[src/rtl/scan_seq_3to8.sv]
// scan_seq_3to8: registered scan sequencer that drives the select and enable
// pins of a 3-to-8 active-low decoder.
// It visits the masked-in channels in ascending order. Each channel gets a
// blanking gap with the enables off, followed by a dwell with the enables on.
// Control: start_i is a level that is sampled only in IDLE. stop_i is a level
// that aborts the scan from any busy state and wins over start_i and over the
// end of a pass.
module scan_seq_3to8 #(
  parameter int DWELL_W      = 8,
  parameter int BLANK_CYCLES = 2
) (
  input  logic               clk_i,
  input  logic               rst_n_i,
  input  logic               start_i,
  input  logic               stop_i,
  input  logic               oneshot_i,
  input  logic [7:0]         mask_i,
  input  logic [DWELL_W-1:0] dwell_i,
  output logic               busy_o,
  output logic               done_o,
  output logic [2:0]         chan_o,
  output logic               select_a_o,
  output logic               select_b_o,
  output logic               select_c_o,
  output logic               g1_en_o,
  output logic               g2a_en_n_o,
  output logic               g2b_en_n_o,
  output logic [1:0]         state_o
);

  typedef enum logic [1:0] {
    ST_IDLE  = 2'd0,
    ST_BLANK = 2'd1,
    ST_DRIVE = 2'd2
  } state_t;

  localparam int BCW = (BLANK_CYCLES > 1) ? $clog2(BLANK_CYCLES) : 1;
  localparam logic [BCW-1:0] BLANK_LAST = BCW'(BLANK_CYCLES - 1);

  state_t               r_state, w_state_nxt;
  logic [2:0]           r_chan, w_chan_nxt;
  logic [BCW-1:0]       r_bcnt, w_bcnt_nxt;
  logic [DWELL_W-1:0]   r_dcnt, w_dcnt_nxt;
  logic [7:0]           r_mask, w_mask_nxt;
  logic [DWELL_W-1:0]   r_dwell, w_dwell_nxt;
  logic                 r_oneshot, w_oneshot_nxt;
  logic                 r_busy, r_done, r_en;
  logic                 w_done_nxt;
  logic [7:0]           w_le_mask;
  logic [7:0]           w_above;
  logic                 w_has_next;

  // Index of the lowest set bit. The result is only meaningful when m != 0.
  function automatic logic [2:0] f_lowest(input logic [7:0] m);
    logic [2:0] r;
    r = 3'd0;
    for (int i = 7; i >= 0; i--) begin
      if (m[i]) r = 3'(i);
    end
    return r;
  endfunction

  // Latched-mask bits strictly above the current channel.
  // For chan=7 the shift wraps to zero in 8 bits, so the mask becomes all
  // ones and nothing is left above.
  assign w_le_mask  = (8'd2 << r_chan) - 8'd1;
  assign w_above    = r_mask & ~w_le_mask;
  assign w_has_next = |w_above;

  // Next-state, counter and channel selection.
  always_comb begin
    w_state_nxt   = r_state;
    w_chan_nxt    = r_chan;
    w_bcnt_nxt    = r_bcnt;
    w_dcnt_nxt    = r_dcnt;
    w_mask_nxt    = r_mask;
    w_dwell_nxt   = r_dwell;
    w_oneshot_nxt = r_oneshot;
    w_done_nxt    = 1'b0;
    case (r_state)
      ST_IDLE: begin
        if (start_i && !stop_i && (mask_i != 8'd0)) begin
          w_mask_nxt    = mask_i;
          w_dwell_nxt   = dwell_i;
          w_oneshot_nxt = oneshot_i;
          w_chan_nxt    = f_lowest(mask_i);
          w_bcnt_nxt    = '0;
          w_state_nxt   = ST_BLANK;
        end
      end
      ST_BLANK: begin
        if (stop_i) begin
          w_state_nxt = ST_IDLE;
        end else if (r_bcnt == BLANK_LAST) begin
          w_dcnt_nxt  = '0;
          w_state_nxt = ST_DRIVE;
        end else begin
          w_bcnt_nxt = r_bcnt + BCW'(1);
        end
      end
      ST_DRIVE: begin
        if (stop_i) begin
          w_state_nxt = ST_IDLE;
        end else if (r_dcnt == r_dwell) begin
          w_bcnt_nxt = '0;
          if (w_has_next) begin
            w_chan_nxt  = f_lowest(w_above);
            w_state_nxt = ST_BLANK;
          end else if (r_oneshot) begin
            w_done_nxt  = 1'b1;
            w_state_nxt = ST_IDLE;
          end else begin
            w_chan_nxt  = f_lowest(r_mask);
            w_state_nxt = ST_BLANK;
          end
        end else begin
          w_dcnt_nxt = r_dcnt + DWELL_W'(1);
        end
      end
      default: begin
        w_state_nxt = ST_IDLE;
      end
    endcase
  end

  // State, counters, latched scan setup and registered outputs.
  always_ff @(posedge clk_i or negedge rst_n_i) begin
    if (!rst_n_i) begin
      r_state   <= ST_IDLE;
      r_chan    <= 3'd0;
      r_bcnt    <= '0;
      r_dcnt    <= '0;
      r_mask    <= 8'd0;
      r_dwell   <= '0;
      r_oneshot <= 1'b0;
      r_busy    <= 1'b0;
      r_done    <= 1'b0;
      r_en      <= 1'b0;
    end else begin
      r_state   <= w_state_nxt;
      r_chan    <= w_chan_nxt;
      r_bcnt    <= w_bcnt_nxt;
      r_dcnt    <= w_dcnt_nxt;
      r_mask    <= w_mask_nxt;
      r_dwell   <= w_dwell_nxt;
      r_oneshot <= w_oneshot_nxt;
      r_busy    <= (w_state_nxt != ST_IDLE);
      r_done    <= w_done_nxt;
      r_en      <= (w_state_nxt == ST_DRIVE);
    end
  end

  assign busy_o     = r_busy;
  assign done_o     = r_done;
  assign chan_o     = r_chan;
  assign select_a_o = r_chan[0];
  assign select_b_o = r_chan[1];
  assign select_c_o = r_chan[2];
  assign g1_en_o    = r_en;
  assign g2a_en_n_o = ~r_en;
  assign g2b_en_n_o = ~r_en;
  assign state_o    = r_state;

endmodule

[config.mk]
export PLATFORM = sky130hd
export DESIGN_NAME = scan_seq_3to8
export DESIGN_NICKNAME = d
export VERILOG_FILES = /design/src/rtl/scan_seq_3to8.sv
export SDC_FILE = /design/constraint.sdc
export NUM_CORES = 1
export LEC_CHECK = 0
export ABC_AREA = 1
export CAP_MARGIN = 20
export CORE_MARGIN = 1.5
export CORE_UTILIZATION = 24
export CTS_CLUSTER_DIAMETER = 200
export DETAILED_ROUTE_END_ITERATION = 6
export PLACE_DENSITY = 0.52
export SLEW_MARGIN = 20
export SYNTH_ARGS = -nofsm -noshare
export SYNTH_HDL_FRONTEND = slang
export SYNTH_SLANG_ARGS = --single-unit
[constraint.sdc]
create_clock -name clk_i -period 3.8 [get_ports clk_i]
set_clock_uncertainty 0.1 [all_clocks]
set_input_delay 0.57 -clock clk_i [delete_from_list [all_inputs] [get_ports clk_i]]
set_output_delay 0.57 -clock clk_i [all_outputs]
set_load 0.01 [all_outputs]
# After elaboration in Yosys (flattened, before gate mapping)

Cells that the tools add are included.

Bits in registers: 34
Output and inout bits: 13
Word-level logic and storage cells: 96
Bits of input ports: 21

Shift-type cells: 1
Muxes and demuxes: 54
Reduce and logical (&&, ||, !) cells: 14
$add $sub $neg: 3
Bitwise gates (word level): 3
Eq/ne operators: 11

Operators with widths:

| operator                                          | count |
|---|---|
| 2-to-1 mux 3 bit                                  | 29 |
| 2-to-1 mux 8 bit                                  | 4 |
| one-hot mux 8 bit (2 select lines)                | 1 |
| AND reduction 5 bit                               | 3 |
| 2-to-1 mux 1 bit                                  | 12 |
| inequality test 2 bit (second input constant)     | 6 |
| 2-to-1 mux 2 bit                                  | 5 |
| adder 8 x 1 -> 8 bit (second input constant)      | 1 |
| bitwise AND 8 bit                                 | 1 |
| == test 8 bit                                     | 1 |
| inverter 8 bit                                    | 1 |
| nonzero test 8 bit                                | 1 |
| OR reduction 8 bit                                | 1 |
| << shifter 2 x 3 -> 8 bit (first input constant)  | 1 |
| subtractor 8 x 1 -> 8 bit (second input constant) | 1 |
| one-hot mux 2 bit (3 select lines)                | 1 |
| one-hot mux 3 bit (2 select lines)                | 1 |
| nonzero test 2 bit                                | 3 |
| == test 2 bit (second input constant)             | 2 |
| inequality test 3 bit (second input constant)     | 1 |
| one-hot mux 1 bit (3 select lines)                | 1 |
| nonzero test 3 bit                                | 1 |
| == test 2 x 1 -> 1 bit (second input constant)    | 1 |
| logical AND 1 bit                                 | 2 |
| other kinds (5)                                   | 5 |

# Longest topological paths before layout

Gate-level depths: netlist of the first run.

Depth in word-level cells: 16
Gate-level depth with buffers: 12
Depth with buffers taken out: 12

# Worst setup path after synthesis of the first run

Ideal clock, no wire load.

Kind: input to register
From: input mask_i[1]
To: register r_dwell[2]
Arrival time: 1.475 ns
Path buffers: 1
Stages: 7
Required time: 3.575 ns
Setup time: 0.125 ns
Slack: 2.100 ns
Path through: inv_1 -> nand2_1 -> nor2_1 -> nand2_1 -> nand3_2 -> buf_4 -> mux2_2

Longest elaborated chain between the ends: 3

RTL lines:

| item                          | line | text |
|---|---|---|
| start, declared               | 17   | `input logic [7:0] mask_i,` |
| nonzero test 8 bit            | 82   | `if (start_i && !stop_i && (mask_i != 8'd0)) begin` |
| logical AND 1 bit             | 82   |  |
| AND reduction 2 bit (no line) | n/a  |  |
| end signal, assigned          | 145  | `r_dwell <= w_dwell_nxt;` |
| end, declared                 | 45   | `logic [DWELL_W-1:0] r_dwell, w_dwell_nxt;` |

Every way passes these cells.
A chain may end at the register's enable or synchronous reset.

# Worst setup path in the final report of the first run

From: input stop_i
To: register r_chan[1] (netlist: chan_o[1])

Longest elaborated chain between the ends: 5
Elaborated cells between the ends (all ways): 6
Classes of those cells: eq/ne (2); reduce/logical (4)

RTL lines:

| item                            | line | text |
|---|---|---|
| start, declared                 | 15   | `input logic stop_i,` |
| logical NOT 1 bit               | 82   |  |
| logical AND 1 bit (2 in a row)  | 82   |  |
| inequality test 2 bit (no line) | n/a  |  |
| AND reduction 5 bit (no line) * | n/a  |  |
| end signal, assigned            | 141  | `r_chan <= w_chan_nxt;` |
| end, declared                   | 41   | `logic [2:0] r_chan, w_chan_nxt;` |

Every way passes the cells marked *; elsewhere a longest branch is shown, timed or not.

==> results of run 1 <==
-- flip-flops by register name (all words and copies together) (netlist names) --
name       count
r_dcnt         8
g1_en_o        1
busy_o         1
done_o         1
r_bcnt         1
r_mask         8
chan_o         3
state_o        2
r_dwell        8
r_oneshot      1
-- through the flow --
| step | utilization (%) | cells | total power, mW | instance area [µm²] | hold slack [ns] |
|---|---|---|---|---|---|
| 6_report | 31.3 | 420 | 1.31 | 2600 | 0.390 |
| 5_1_grt | 31.3 | 420 | 1.42 | 2600 | 0.450 |
| 4_1_cts | 31.3 | 420 | 1.33 | 2600 | 0.391 |
| 3_5_place_dp | 30.0 | 412 | 1.00 | 2490 | 0.373 |
| 3_3_place_gp | 30.0 | 412 | 0.999 | 2490 | 0.368 |
| 2_1_floorplan | - | 281 | 0.850 | 2080 | 0.174 |
-- worst max-delay path, delay by kind of cell --
kind | cells | cell delay, ns
buffers and inverters | 1 | 0.59
and+or+nand+nor | 6 | 1.04
AOI/OAI and AO/OA | 1 | 0.24
-- power by group through the flow --
| stage | clock (mW) | combinational, mW | sequential, mW |
|---|---|---|---|
| after floorplan | 0 | 0.322 | 0.528 |
| after global placement | 0 | 0.450 | 0.549 |
| after detailed placement | 0 | 0.451 | 0.551 |
| after CTS | 0.330 | 0.454 | 0.544 |
| after global routing | 0.351 | 0.517 | 0.556 |
| final | 0.317 | 0.448 | 0.544 |
-- cell usage after synthesis --
cell      instances  area (µm²)
nor2_2            2        12.5
inv_4             2        12.5
xor2_1            2        17.5
nand3b_1          1        7.51
nand2_2           2        12.5
clkbuf_1          2        7.51
nor4_1            1        6.26
ha_1              1        12.5
nor2_4            4        45.0
o21ai_2           4        35.0
nor2_1           23        86.3
nand3_2           5        50.1
o21ai_0          14        70.1
dfrtp_1          34         851
inv_2             3        11.3
mux2_2            4        45.0
or2_1             1        6.26
a31oi_1           1        6.26
nor3_1            2        10.0
nand2_1          94         353
or2_2             1        6.26
nand4_1           2        12.5
nor3_2            1        10.0
buf_4             5        37.5
nand2_4           3        33.8
o31ai_1           1        7.51
xnor2_1           5        43.8
nand3_1          16        80.1
a21oi_1          10        50.1
buf_6             1        11.3
inv_1            34         128
-- final timing paths --
check                                      start                    end  slack (ns)  depth (start not counted)
setup / recovery                          stop_i  chan_o[1]$_DFFE_PN0P_        1.48                          8
hold / removal             r_mask[0]$_DFFE_PN0P_  r_mask[0]$_DFFE_PN0P_        0.39                          2
setup reg to reg            state_o[0]$_DFF_PN0_  chan_o[1]$_DFFE_PN0P_        1.86                          7
hold reg to reg            r_mask[0]$_DFFE_PN0P_  r_mask[0]$_DFFE_PN0P_        0.39                          2
max in group asynchronous                rst_n_i  r_mask[3]$_DFFE_PN0P_        2.69                          2
min in group asynchronous                rst_n_i  r_dcnt[6]$_DFFE_PN0P_        0.58                          2
-- kinds of logic after synthesis --
group,after synthesis
AOI/OAI and AO/OA,30
xor gates and xnor gates,7
adders and majority gates,1
buffers and inverters,47
DFF,34
muxes,4
and+or+nand+nor,158
-- cells in the final DEF, fill, tap and decap left out, types with 8 or more instances in the layout --
cell,Yosys,routed
dfrtp_1,34,34
nand2_1,94,94
inv_1,34,34
clkbuf_8,0,8
clkdlybuf4s50_1,0,33
o21ai_0,14,14
nand3_1,16,16
nor2_1,23,23
a21oi_1,10,10
-- final cells by class --
| cell class | instances | share of cell area [%] |
|---|---|---|
| Inverter | 39 | 5.82 |
| Timing Repair Buffer | 34 | 13.0 |
| Clock buffer | 8 | 4.23 |
| Sequential cell | 34 | 32.7 |
| Tap cell | 105 | 5.05 |
| Multi-Input combinational cell | 200 | 39.2 |
-- metal layers --
metal | routed length, µm | up-vias | global-route usage [%] | share of wire, %
li1 | - | 935 | - | -
met1 | 2290 | 826 | 14.6 | 49
met2 | 2170 | 37 | 19.0 | 46
met3 | 163 | 8 | 2.45 | 3.5
met4 | 82 | 0 | 5.15 | 1.7
met5 | 0 | - | 0 | 0
==> impl_results.md, run 1 <==
- FF/Latch Area: 851 µm²
- Critical Path Slowest Stage Cell: clkdlybuf4s50_1
- Mux cell area share after synthesis: 2.17%
- Post-CTS setup buffer count: 0
- Clock period minus final worst setup slack: 2.32 ns
- Pre-CTS setup slack: 1.21 ns
- First-pass GRT wire length: 7980 µm
- Power per standard cell area: 503 mW/mm²
- Gate power share: 34.2%
- RSZ-0062 raised after global routing: no
- Total routed wirelength: 4710 µm
- Switching part of the total: 36.6%
- Pin count of the biggest net entering global routing: 35
- CTS tree: done
- Seq/Total Area, Yosys: 40.9%
- Simple-Gate Fraction of Synth Area: 35.2%
- Switch Pwr: 0.479 mW
- # diodes: 0
- Fin crit share: 61.0%
- Core Footprint: 0.00830 mm²
- Clk root buf: clkbuf_8
- Post-Syn Area: 0.00208 mm²
- Post-synthesis cell type count: 31
- Num CTS Buffers: 5
- Critical path arrival: 2.44 ns
- Initial DRC count: 121
- Static Leak: 1.24 nW
- DRC viols: 0
- Num Clock Sinks: 34
- MaxCap Viol Count: 0
- DR vias: 1806
- Post-route setup TNS: 0 ns
- Nets: 336
- Post-synthesis cell count: 281
- Drt first pass iters: 6
- IO Port Bufs: 33
- Sequential share of power: 41.6%
- Die area: 0.00923 mm²
- Syn_nets: 303
- CP cell instances: clkdlybuf4s50_1 > nor3_2 > nand3_2 > o21ai_2 > nand2_1 > nor2_1 > nand3_1 > nand2_1
- Clock share of power: 24.2%
- WS Path Type: primary input to flip-flop
- Final setup violation count: 0
- Final Hold Viols: 0
- F_max: 0.432 GHz
- Crit start category: primary input
- H-tree levels: 2
- FF+latch count, synth: 34
- Slew at the pin closest to its max-slew limit: 0.597 ns
- Syn-to-layout area delta: 25.2%
- Post-synthesis xor/xnor area fraction: 2.95%
- Post-CTS Hold Buffers: 0
- Worst skew pair latency: 0.29 ns
- GP Congestion: 0.791
- Critical Path End Type: flip-flop
- Largest family of logic cells by synthesized area: simple AND/OR/NAND/NOR gates
- Initial core utilization: 25.0%
- Most used cell, CP: nand2_1
- Yosys warning count: 0
- Final slew viol count: 0
- Row cnt: 33
- Status: finished, final reports clean
- Type of the tightest min-delay check: flip-flop to flip-flop
- Syn avg cell area: 7.40 µm²
- Fraction of final layout cells sized beyond drive strength 1: 12.7%
- Grt ovf: 0
- Initial antenna violation count: 0
- Resize count post-CTS: 0
- P_int: 0.831 mW
- Die height: 96.1 µm
- CTS max path bufs: 2
- Clk slew on worst S/H paths: 0.07 ns
- Die Width: 96.1 µm
- Worst vdd ir: 193 µV
- Setup ws final: 1.48 ns
- GRT Total Usage: 11.6%
- Critical-path maximum fanout: 32
- DP Wirelength: 3480 µm
- Num ports: 34
- Routed wire per std cell: 11.2 µm
- Multi-input gate area: 0.00102 mm²
- Rel. slew slack: 60.2%
- DRT antenna net count: 0
- Synth Area in Adders: 0.602%
- Critical Path RT: 3.92 ns
- Mean number of vias per cell: 4.30
- Slowest stage delay, CP: 0.59 ns
- Fill cells: 878
- Post-synthesis compound-gate area fraction: 8.13%
- Vias in the first global route: 1646
Power figures use the tool's default switching activity.
==> inputs of run 2 (changes only) <==
- clock period: 3.8 -> 2.25 ns (I/O delays scaled with it)
==> impl_results.md, run 2 (same netlist as run 1, synthesis figures left out) <==
- Post-route setup TNS: 0 ns
- Clk root buf: clkbuf_8
- Initial core utilization: 25.0%
- Grt ovf: 0
- Total routed wirelength: 4720 µm
- Initial antenna violation count: 0
- CP Depth: 1
- DP Wirelength: 3530 µm
- Critical Path RT: 1.81 ns
- Static Leak: 1.25 nW
- Critical Path End Type: output port
- # diodes: 0
- Clk slew on worst S/H paths: 0.08 ns
- Post-CTS setup buffer count: 0
- Num ports: 34
- Die area: 0.00923 mm²
- DR vias: 1812
- Worst setup startpoint: state_o[0]$_DFF_PN0_
- Crit start category: flip-flop
- Worst path bufs/invs: 1
- Status: finished, final reports clean
- Resize count post-CTS: 0
- DRT antenna net count: 0
- Core Footprint: 0.00830 mm²
- Type of the tightest min-delay check: primary input to asynchronous set/reset pin
- Slowest stage delay, CP: 0.60 ns
- Mean number of vias per cell: 4.28
- MaxCap Viol Count: 0
- Util after Layout: 31.4%
- R2r startpoint: state_o[0]$_DFF_PN0_
- Final setup violation count: 0
- Rel. slew slack: 69.5%
- WS Path Type: flip-flop to output port
- Post-CTS Hold Buffers: 0
- Critical-path maximum fanout: 7
- Routed wire per std cell: 11.1 µm
- CP cell instances: clkdlybuf4s50_1
- Crit Reg-Reg Endpoint: r_mask[5]$_DFFE_PN0P_
- Syn-to-layout area delta: 25.5%
- CTS max path bufs: 2
- Multi-input gate area: 0.00102 mm²
- F_max: 0.548 GHz
- Commonest non-fill, non-tap cell in the layout: nand2_1
- Num CTS Buffers: 5
- Initial DRC count: 42
- IO Port Bufs: 33
- Die Width: 96.1 µm
- First-pass GRT wire length: 8040 µm
- CTS tree: done
- R2r setup slk: 0.48 ns
- Pin count of the biggest net entering global routing: 35
- Row cnt: 33
- Fin crit share: 81.1%
- DRC viols: 0
- GP Congestion: 0.809
- Power per standard cell area: 830 mW/mm²
- Biggest regs: r_dcnt: 8 flops, r_dwell: 8 flops, r_mask: 8 flops
- Fraction of final layout cells sized beyond drive strength 1: 13.5%
- Worst vdd ir: 344 µV
- Nets: 339
- Clock period minus final worst setup slack: 1.83 ns
- Num Clock Sinks: 34
- GRT Total Usage: 11.4%
- Commonest non-fill, non-tap cells in the layout: 94 x nand2_1, 34 x inv_1, 34 x dfrtp_1
- RSZ-0062 raised after global routing: no
- Vias in the first global route: 1743
- Final slew viol count: 0
- Worst setup path end: state_o[0]
- Drt first pass iters: 4
- Slew at the pin closest to its max-slew limit: 0.458 ns
- Critical path arrival: 1.39 ns
- FF/Latch Area: 851 µm²
- H-tree levels: 2
- Die height: 96.1 µm
- Final Hold Viols: 0
- Fill cells: 891
- Worst skew pair latency: 0.29 ns
- Critical Path Slowest Stage Cell: clkdlybuf4s50_1
- Worst r2r path cells: 5
- Family with the most delay on the worst path: buffers and inverters
run 2: changes by cell type in the layout (fill, tap and decap cells not counted):
cell / previous run / this run
clkinv_2: 0 / 1
clkbuf_8: 8 / 6
clkinvlp_4: 0 / 1
buf_4: 1 / 4
run 2: final cells by class:
type | instances | area share, %
Clock buffer | 6 | 3.17
Clock inverter | 2 | 0.480
Inverter | 39 | 5.80
Multi-Input combinational cell | 200 | 39.1
Sequential cell | 34 | 32.6
Tap cell | 105 | 5.04
Timing Repair Buffer | 37 | 13.8
run 2: worst register-to-register path, delay by kind of cell, from the launching register on:
| family | cells | cell delay, ns |
|---|---|---|
| flip-flops | 1 | 0.48 |
| buffers and inverters | 1 | 0.30 |
| AND/OR/NAND/NOR | 3 | 0.69 |
| AO/OA/AOI/OAI | 1 | 0.08 |
run 2: worst min path at each step:
stage | cells after the start | slack (ns) | from | end
CTS | 2 | 0.37 | rst_n_i | r_dcnt[0]$_DFFE_PN0P_
global route | 2 | 0.40 | rst_n_i | r_dcnt[0]$_DFFE_PN0P_
finish | 2 | 0.36 | rst_n_i | r_dcnt[0]$_DFFE_PN0P_
detailed placement | 2 | 0.38 | r_mask[0]$_DFFE_PN0P_ | r_mask[0]$_DFFE_PN0P_
global placement | 2 | 0.38 | r_mask[0]$_DFFE_PN0P_ | r_mask[0]$_DFFE_PN0P_
floorplan | 0 | -0.06 | rst_n_i | busy_o$_DFF_PN0_
run 2: report_power, final:
group,switching [mW],internal (mW)
logic,0.423,0.347
registers,0.162,0.752
clock network,0.234,0.246
total,0.819,1.35
run 2: stage by stage:
step                instances  hold WS [ns]  power, mW  setup slack (ns)  cell area [µm²]
detailed placement        415         0.382       1.70             0.150             2510
finish                    423         0.365       2.16             0.425             2610
floorplan                 281       -0.0581       1.44             0.757             2080
CTS                       423         0.372       2.19             0.407             2610
global route              423         0.397       2.35             0.255             2610
global placement          415         0.381       1.69             0.175             2510
run 2: metal layers:
layer / track usage (%) / share of wire [%] / vias up
li1: - / - / 949
met1: 14.6 / 47 / 804
met2: 17.7 / 45 / 44
met3: 2.29 / 3.5 / 15
met4: 6.74 / 4.4 / 0
met5: 0 / 0 / -
==> inputs of run 3 (changes only) <==
- PLACE_DENSITY: 0.52 -> 0.54
- clock period: 2.25 -> 1.6 ns (I/O delays scaled with it)
==> impl_results.md, run 3 (same netlist as run 1, synthesis figures left out) <==
- Slew at the pin closest to its max-slew limit: 0.328 ns
- DR vias: 2039
- Critical Path End Type: flip-flop
- GP Congestion: 0.837
- Critical path arrival: 1.66 ns
- Initial core utilization: 25.0%
- Row cnt: 33
- Die area: 0.00923 mm²
- GR Layer Usage met2: 21.6%
- M3 GR Usage: 2.61%
- Met1 GRT Util: 15.3%
- Post-CTS Hold Buffers: 0
- DP Wirelength: 3800 µm
- CTS max path bufs: 2
- Die height: 96.1 µm
- GR peak layer: met2
- Final setup violation count: 0
- Worst vdd ir: 645 µV
- Tot Pwr: 3.75 mW
- RSZ-0062 raised after global routing: yes
- DRC viols: 0
- Status: finished, final reports clean
- Routed wire per std cell: 11.3 µm
- WS Path Type: flip-flop to flip-flop
- Clk root buf: clkbuf_8
- Biggest regs: r_dcnt: 8 flops, r_dwell: 8 flops, r_mask: 8 flops
- Fraction of final layout cells sized beyond drive strength 1: 31.5%
- CTS tree: done
- Grt ovf: 0
- Total routed wirelength: 5330 µm
- GRT Total Usage: 12.5%
- Critical Path RT: 1.68 ns
- Commonest non-fill, non-tap cell in the layout: nand2_1
- Pin count of the biggest net entering global routing: 35
- Mean number of vias per cell: 4.34
- MaxCap Viol Count: 0
- Worst skew pair latency: 0.29 ns
- DRT antenna net count: 0
- Initial antenna violation count: 0
- Initial DRC count: 43
- Final Hold Viols: 0
- Commonest non-fill, non-tap cells in the layout: 84 x nand2_1, 46 x buf_4, 32 x dfrtp_1
- Power per standard cell area: 1180 mW/mm²
- Rel. slew slack: 78.1%
- Num CTS Buffers: 5
- Fin crit share: 99.1%
- Core Footprint: 0.00830 mm²
- Syn-to-layout area delta: 52.1%
- Num ports: 34
- Type of the tightest min-delay check: primary input to asynchronous set/reset pin
- Critical-path maximum fanout: 8
- Vias in the first global route: 1993
- Final slew viol count: 0
- IO Port Bufs: 33
- F_max: 0.631 GHz
- Clock period minus final worst setup slack: 1.59 ns
- Static Leak: 1.57 nW
- Fill cells: 862
- Die Width: 96.1 µm
- Drt first pass iters: 4
- Nets: 386
- # diodes: 0
- Util after Layout: 38.1%
- Num Clock Sinks: 34
- First-pass GRT wire length: 8880 µm
- H-tree levels: 2
- Clk slew on worst S/H paths: 0.08 ns
- Crit start category: flip-flop
-- run 3: cell count changes in the layout (fill, tap and decap cells not counted), moves of 3 or more --
| cell | change |
|---|---|
| clkdlybuf4s50_1 | -10 |
| dlygate4sd2_1 | +10 |
| nand3_4 | +4 |
| nor2_4 | +4 |
| inv_1 | -3 |
| buf_4 | +42 |
| nand2_2 | +8 |
| nor2_2 | +3 |
| nand2_1 | -10 |
| inv_2 | +3 |
| nor2_1 | -7 |
-- run 3: cell type report --
type / instances / area [µm²] / area share (%)
clock buffer: 6 / 82.6 / 2.61
clock inverter: 2 / 60.1 / 1.90
inverter: 39 / 154 / 4.87
multi-input combinational: 201 / 1150 / 36.5
sequential: 34 / 853 / 27.0
tap: 105 / 131 / 4.16
timing repair buffer: 83 / 726 / 23.0
-- run 3: worst max-delay path: stages (launching register included) --
cell and delay [ns]:
dfrtp_1 0.42, inv_2 0.07, nand2_1 0.05, nand2_1 0.05
nand2_1 0.06, nor2_2 0.15, nand2_2 0.08, nand2_4 0.09
nand2_4 0.06, nand2_4 0.10, inv_6 0.05, or2_1 0.20
-- run 3: power by group --
group	leakage [nW]	switching [mW]	internal (mW)
Sequential	0.428	0.208	1.06
Clock	0.0714	0.332	0.665
Combinational	1.07	0.760	0.719
-- run 3: final timing paths --
path	from	endpoint	slack [ns]	depth (start not counted)
worst max-delay path	r_dcnt[0]$_DFFE_PN0P_	busy_o$_DFF_PN0_	0.01	11
max in group asynchronous	rst_n_i	state_o[1]$_DFF_PN0_	0.99	2
worst max register to register	r_dcnt[0]$_DFFE_PN0P_	busy_o$_DFF_PN0_	0.01	11
worst min-delay path	rst_n_i	chan_o[0]$_DFFE_PN0P_	0.22	2
worst min register to register	r_mask[0]$_DFFE_PN0P_	r_mask[0]$_DFFE_PN0P_	0.40	2
min in group clk_i	r_mask[0]$_DFFE_PN0P_	r_mask[0]$_DFFE_PN0P_	0.40	2
-- run 3: what timing repair did --
item                                    CTS  global route
endpoints found under the setup margin   20            25
pin swaps                                 1            16
setup buffers                             6            13
gates resized for setup                  14            35
gates cloned                              0             1
hold endpoints to repair                  0             0
-- run 3: per-stage QoR --
step           std cells  TNS (ns)  area [µm²]  setup slack, ns  hold slack [ns]
6_report             470         0        3160           0.0146            0.218
2_1_floorplan        281         0        2080            0.107           -0.156
3_5_place_dp         442     -5.86        2730           -0.332            0.377
3_3_place_gp         442     -4.70        2730           -0.274            0.374
4_1_cts              456         0        2920          0.00175            0.224
5_1_grt              470    -0.930        3160          -0.0983            0.227
-- run 3: metal layers --
metal  vias to the layer above  share of wire, %
li1                       1044                 -
met1                       951                47
met2                        33                48
met3                        11               3.2
met4                         0               2.0
met5                         -                 0
==> RTL change 1, RTL diff (config.mk and constraints of run 2) <==
Register the inputs `start_i`, `stop_i`, `oneshot_i`, `mask_i` and `dwell_i` before use, without a reset. The logic sees them one clock later.
--- a/src/rtl/scan_seq_3to8.sv
+++ b/src/rtl/scan_seq_3to8.sv
@@ -37,4 +37,18 @@
   localparam int BCW = (BLANK_CYCLES > 1) ? $clog2(BLANK_CYCLES) : 1;
   localparam logic [BCW-1:0] BLANK_LAST = BCW'(BLANK_CYCLES - 1);
+
+  logic start_q;
+  logic stop_q;
+  logic oneshot_q;
+  logic [7:0] mask_q;
+  logic [DWELL_W-1:0] dwell_q;
+
+  always_ff @(posedge clk_i) begin
+    start_q   <= start_i;
+    stop_q    <= stop_i;
+    oneshot_q <= oneshot_i;
+    mask_q    <= mask_i;
+    dwell_q   <= dwell_i;
+  end
 
   state_t               r_state, w_state_nxt;
@@ -80,9 +94,9 @@
     case (r_state)
       ST_IDLE: begin
-        if (start_i && !stop_i && (mask_i != 8'd0)) begin
-          w_mask_nxt    = mask_i;
-          w_dwell_nxt   = dwell_i;
-          w_oneshot_nxt = oneshot_i;
-          w_chan_nxt    = f_lowest(mask_i);
+        if (start_q && !stop_q && (mask_q != 8'd0)) begin
+          w_mask_nxt    = mask_q;
+          w_dwell_nxt   = dwell_q;
+          w_oneshot_nxt = oneshot_q;
+          w_chan_nxt    = f_lowest(mask_q);
           w_bcnt_nxt    = '0;
           w_state_nxt   = ST_BLANK;
@@ -90,5 +104,5 @@
       end
       ST_BLANK: begin
-        if (stop_i) begin
+        if (stop_q) begin
           w_state_nxt = ST_IDLE;
         end else if (r_bcnt == BLANK_LAST) begin
@@ -100,5 +114,5 @@
       end
       ST_DRIVE: begin
-        if (stop_i) begin
+        if (stop_q) begin
           w_state_nxt = ST_IDLE;
         end else if (r_dcnt == r_dwell) begin
Behaviour: not the same (Yosys sat finds a counterexample within 4 cycles, from zero or initial values and one cycle with rst_n_i low).
==> RTL change 1 against run 2 <==
  * Worst setup slack lost 0.038 ns
  * Largest cell class is now sequential cells
  * Critical path depth did not move
  * Global-route usage decreased by 2.1 points
  * Area after synthesis increased by 17%
  * Sequential cell count increased by 19
  * Hold slack worse by 0.030 ns
  * Design area grew 14%
  * Sequential share of layout area up 8.7 points
  * Power increased by 23%
  * Wire length rose by 0.30%
==> RTL change 1: results (changes against run 2) <==
hold crit path type in2async; Resized cells post-CTS 0 (unchanged); post-place instance area 0.00288 mm² (+15%); Critical Path AT 1.43 ns (+0.04 ns); P_leak 1.37 nW (+9.7%); multiplexer area fraction after synthesis 1.85% (-0.32 points); top post-synthesis cells by area dfrtp_1 35%, dfxtp_1 16%, nand2_1 12%, inv_1 4.8%, nor2_1 4.2%; Synth async-reset ratio 64.2% (-36 points); CTS Buffer Depth 2 (unchanged); Skew-Pair Late Insertion Delay 0.30 ns; TritonCTS buffer count 5 (unchanged); initial DRC count 142 (+240%); Synth Area in Compound Gates 8.15% (+0.022 points); net switching power 0.928 mW (+13%); htree depth 2 (unchanged); Post-Syn Nets 315 (+4.0%); first-pass GRT wire length 8.27 mm (+2.9%); Worst-path clk slew 0.10 ns (+0.02 ns); initial antenna violation count 0 (unchanged); vias per cell 3.95 (-7.9%); DPL Wire Length 3.61 mm (+2.1%); Overall Global Routing Usage 9.32% (-2.1 points); post-layout net count 348 (+2.7%); adder-cell share of the synthesized area 0.513% (-0.089 points); vias in the first global route 1789 (+2.6%); layout cells sized above 1 12.8% (-0.68 points); gpl congestion 0.805 (-0.43%); WL/cell 10.3 µm (-7.8%); outcome finished clean; Post-synth top cells 75 x nand2_1, 34 x dfrtp_1, 31 x inv_1; Worst Tran Pin Value 0.445 ns (-0.0132 ns); sequential share of the synthesized area 50.4% (+9.5 points); IO Port Bufs 33 (unchanged); xor/xnor share of the synthesized area 3.23% (+0.28 points); clk root buf clkbuf_8; fillers 1086 (+22%); ANT cells 0 (unchanged); slowest stage delay, CP 0.60 ns (about the same); Worst VDD drop 0.238 mV (-31%); Synth cell types 29 (-6.5%)
## RTL change 1: changes by cell type after synthesis, sizes merged, moves of 3 or more
cell,before,now
buf,6,10
dfxtp,0,19
inv,39,36
nand2,99,84
nor2,29,34
o21ai,18,21
xor2,2,5
## RTL change 1: path summary, 6_finish.rpt
check / from / endpoint / depth (start not counted)
min in group clk_i: dwell_q[7] / r_dwell[7] / 2
max in group asynchronous: rst_n_i / r_dwell[4] / 2
max reg2reg: mask_q[0] / busy_o / 9
max: state_o[0] / state_o[0] / 1
min: rst_n_i / r_mask[5] / 2
min reg2reg: dwell_q[7] / r_dwell[7] / 2
## RTL change 1: layer usage
layer  share of wire (%)  vias to the layer above  track usage (%)
met1                  52                      796             12.9
li1                    -                      980                -
met2                  44                       35             14.6
met4                 1.2                        0             2.98
met5                   0                        -                0
met3                 3.3                        4             1.88
## RTL change 1: logic make-up (layout without fill, tap and decap cells)
| group | Yosys count | after routing |
|---|---|---|
| flip-flops | 53 | 53 |
| buffers and inverters | 47 | 81 |
| AO/OA/AOI/OAI | 35 | 35 |
| multiplexers | 4 | 4 |
| AND/OR/NAND/NOR | 144 | 144 |
| adder cells (fa/ha/maj) | 1 | 1 |
| XOR/XNOR | 9 | 9 |
## RTL change 1: final cells by class
class | count | area (µm²) | share of cell area, %
flip-flops and latches | 53 | 1230 | 41.3
clock inverters | 2 | 17.5 | 0.588
clock buffers | 6 | 82.6 | 2.77
well taps | 133 | 166 | 5.59
inverters | 37 | 139 | 4.66
repair buffers | 36 | 353 | 11.8
multi-input cells | 193 | 990 | 33.2
## RTL change 1: power groups by stage
stage	combinational (mW)	sequential [mW]	clock (mW)
6_report	0.812	1.27	0.580
5_1_grt	0.927	1.30	0.652
4_1_cts	0.824	1.27	0.612
3_5_place_dp	0.822	1.29	0
3_3_place_gp	0.812	1.29	0
2_1_floorplan	0.578	1.26	0
## RTL change 1: metrics by stage
step                cells  hold WS [ns]  total power [mW]  setup slack, ns
finish                460         0.334              2.66            0.387
global route          460         0.345              2.88            0.292
CTS                   460         0.343              2.71            0.373
detailed placement    452         0.356              2.11            0.485
global placement      452         0.353              2.10            0.455
floorplan             293       -0.0581              1.84            0.730
## RTL change 1: worst reg2reg max path: stages, from the launching register on
cell and delay (ns):
dfxtp_1 0.32, nor2_1 0.13, nand3_1 0.12, nor2_1 0.18, nor2_1 0.06, nand2_1 0.26, o21ai_0 0.15, inv_1 0.09
o21ai_2 0.06, or2_1 0.19
==> RTL change 2, RTL diff (flow settings as in run 2) <==
Without the edit above. `BLANK_CYCLES`: 2 -> 4.
--- a/src/rtl/scan_seq_3to8.sv
+++ b/src/rtl/scan_seq_3to8.sv
@@ -8,5 +8,5 @@
 module scan_seq_3to8 #(
   parameter int DWELL_W      = 8,
-  parameter int BLANK_CYCLES = 2
+  parameter int BLANK_CYCLES = 4
 ) (
   input  logic               clk_i,
Formal check against the unedited RTL: not equivalent (a bounded check fails within 4 cycles, from zero or initial values and one cycle with rst_n_i low).
==> RTL change 2 against run 2 <==
  * Non-clock buffer count shrank 2
  * Area after synthesis grew 3.7%
  * Via count grew 4.4%
  * Combinational power grew 7.0%
  * Largest cell class unchanged
  * Count of clock-buffer cells in the layout shrank 1
  * Design area grew 2.3%
  * Worst setup slack lost 0.077 ns
  * Sequential share of layout area grew 0.20 points
  * Wire length grew 5.3%
  * Power grew 8.6%
  * Global-route usage is essentially flat
  * Largest power group unchanged
  * Sequential cell count grew 1
==> RTL change 2: results (changes against run 2) <==
outcome finished clean; post-layout net count 357 (+5.3%); critical-path maximum fanout 36 (+29); Synth async-reset ratio 100% (unchanged); Synth Flop Type dfrtp_1; Post-CTS Setup Repair Bufs 0 (unchanged); largest registers ranked by flip-flop count r_dcnt x8, r_dwell x8, r_mask x8; top post-synthesis cells by area dfrtp_1 41%, nand2_1 17%, inv_1 6.8%, nor2_1 5.4%, nand3_1 3.5%; Resized cells post-CTS 0 (unchanged); Synth Area in Compound Gates 9.35% (+1.2 points); post-route ant nets 0 (unchanged); Synth cell types 29 (-6.5%); Post-Syn Nets 324 (+6.9%); DPL Wire Length 3.75 mm (+6.3%); Worst VDD drop 0.210 mV (-39%); xor/xnor share of the synthesized area 3.60% (+0.65 points); IO Port Bufs 33 (unchanged); hold crit path type in2async; layout cells sized above 1 9.25% (-4.3 points); TritonCTS buffer count 5 (unchanged); Post-synth top cells 99 x nand2_1, 39 x inv_1, 35 x dfrtp_1; CTS Buffer Depth 2 (unchanged); post-place instance area 0.00256 mm² (+1.7%); Worst Tran Pin Value 0.461 ns (+0.00339 ns); fillers 939 (+5.4%); Overall Global Routing Usage 11.4% (-0.036 points); P_leak 1.30 nW (+4.1%); initial DRC count 62 (+48%); vias in the first global route 1915 (+9.9%); WL/cell 11.2 µm (+0.55%); initial antenna violation count 0 (unchanged); adder-cell share of the synthesized area 1.16% (+0.56 points); sequential share of the synthesized area 40.7% (-0.29 points); Via Count 1891 (+4.4%); largest net degree at the start of global routing 37 (+5.7%); Worst-path clk slew 0.07 ns; Reg2Reg Depth 12 (+7); first-pass GRT wire length 8.69 mm (+8.1%); pre-CTS setup slack 0.0205 ns (-0.130 ns); multiplexer area fraction after synthesis 0% (-2.2 points); gpl congestion 0.830 (+2.6%); First-pass DRT Iterations 4 (unchanged)
==> RTL change 2: cell types whose count changed in the layout (fill, tap and decap cells not counted), moves of 3 or more <==
cell,before,now
nor2_1,23,31
nand3_2,5,1
nand2_1,94,99
nor2_4,4,1
inv_1,34,39
o21ai_1,0,6
mux2_2,4,0
==> RTL change 2: area by class of cell <==
class | instances | area (µm²) | area share, %
sequential | 35 | 876 | 32.8
clock inverter | 3 | 43.8 | 1.64
inverter | 45 | 171 | 6.42
tap | 108 | 135 | 5.06
multi-input combinational | 212 | 1030 | 38.5
timing repair buffer | 35 | 345 | 12.9
clock buffer | 5 | 68.8 | 2.58
==> RTL change 2: power breakdown <==
part / internal [mW] / switching (mW) / total (mW)
clock: 0.330 / 0.256 / 0.586
sequential: 0.779 / 0.161 / 0.940
combinational: 0.361 / 0.463 / 0.824
total: 1.47 / 0.879 / 2.35
==> RTL change 2: cells by family after synthesis <==
kind of cell    Yosys count
compound gates           37
xor+xnor                  8
fa+ha+maj                 2
buf+inv                  54
flops                    35
simple gates            165
==> RTL change 2: path summary, 6_finish.rpt <==
check                              to  slack (ns)      start
max in group asynchronous      done_o        1.38    rst_n_i
max reg2reg                 r_dcnt[6]        0.59  r_dcnt[4]
max                        r_dwell[4]        0.35  mask_i[0]
min                         r_mask[5]        0.35    rst_n_i
min reg2reg                 r_bcnt[1]        0.39  r_bcnt[1]
min in group clk_i          r_bcnt[1]        0.39  r_bcnt[1]
==> RTL change 2: critical path: stages <==
cell and delay, ns:
clkdlybuf4s50_1 0.49, nor2_1 0.22, nand2_1 0.07, o21ai_1 0.27
nand3b_4 0.43, nor2_1 0.07, a21oi_1 0.12
==> RTL change 2: layer usage <==
layer	GRT usage, %	wire length (µm)	vias to the layer above	share of wire, %
li1	-	-	990	-
met3	2.72	145	9	2.9
met1	14.0	2310	867	47
met4	4.95	106	0	2.1
met5	0	0	-	0
met2	19.0	2400	25	48
==> RTL change 2: per-stage QoR <==
stage / utilization, % / instances
finish: 30.6 / 443
global route: 30.6 / 443
CTS: 30.6 / 443
detailed placement: 29.3 / 435
global placement: 29.3 / 435
floorplan: - / 301
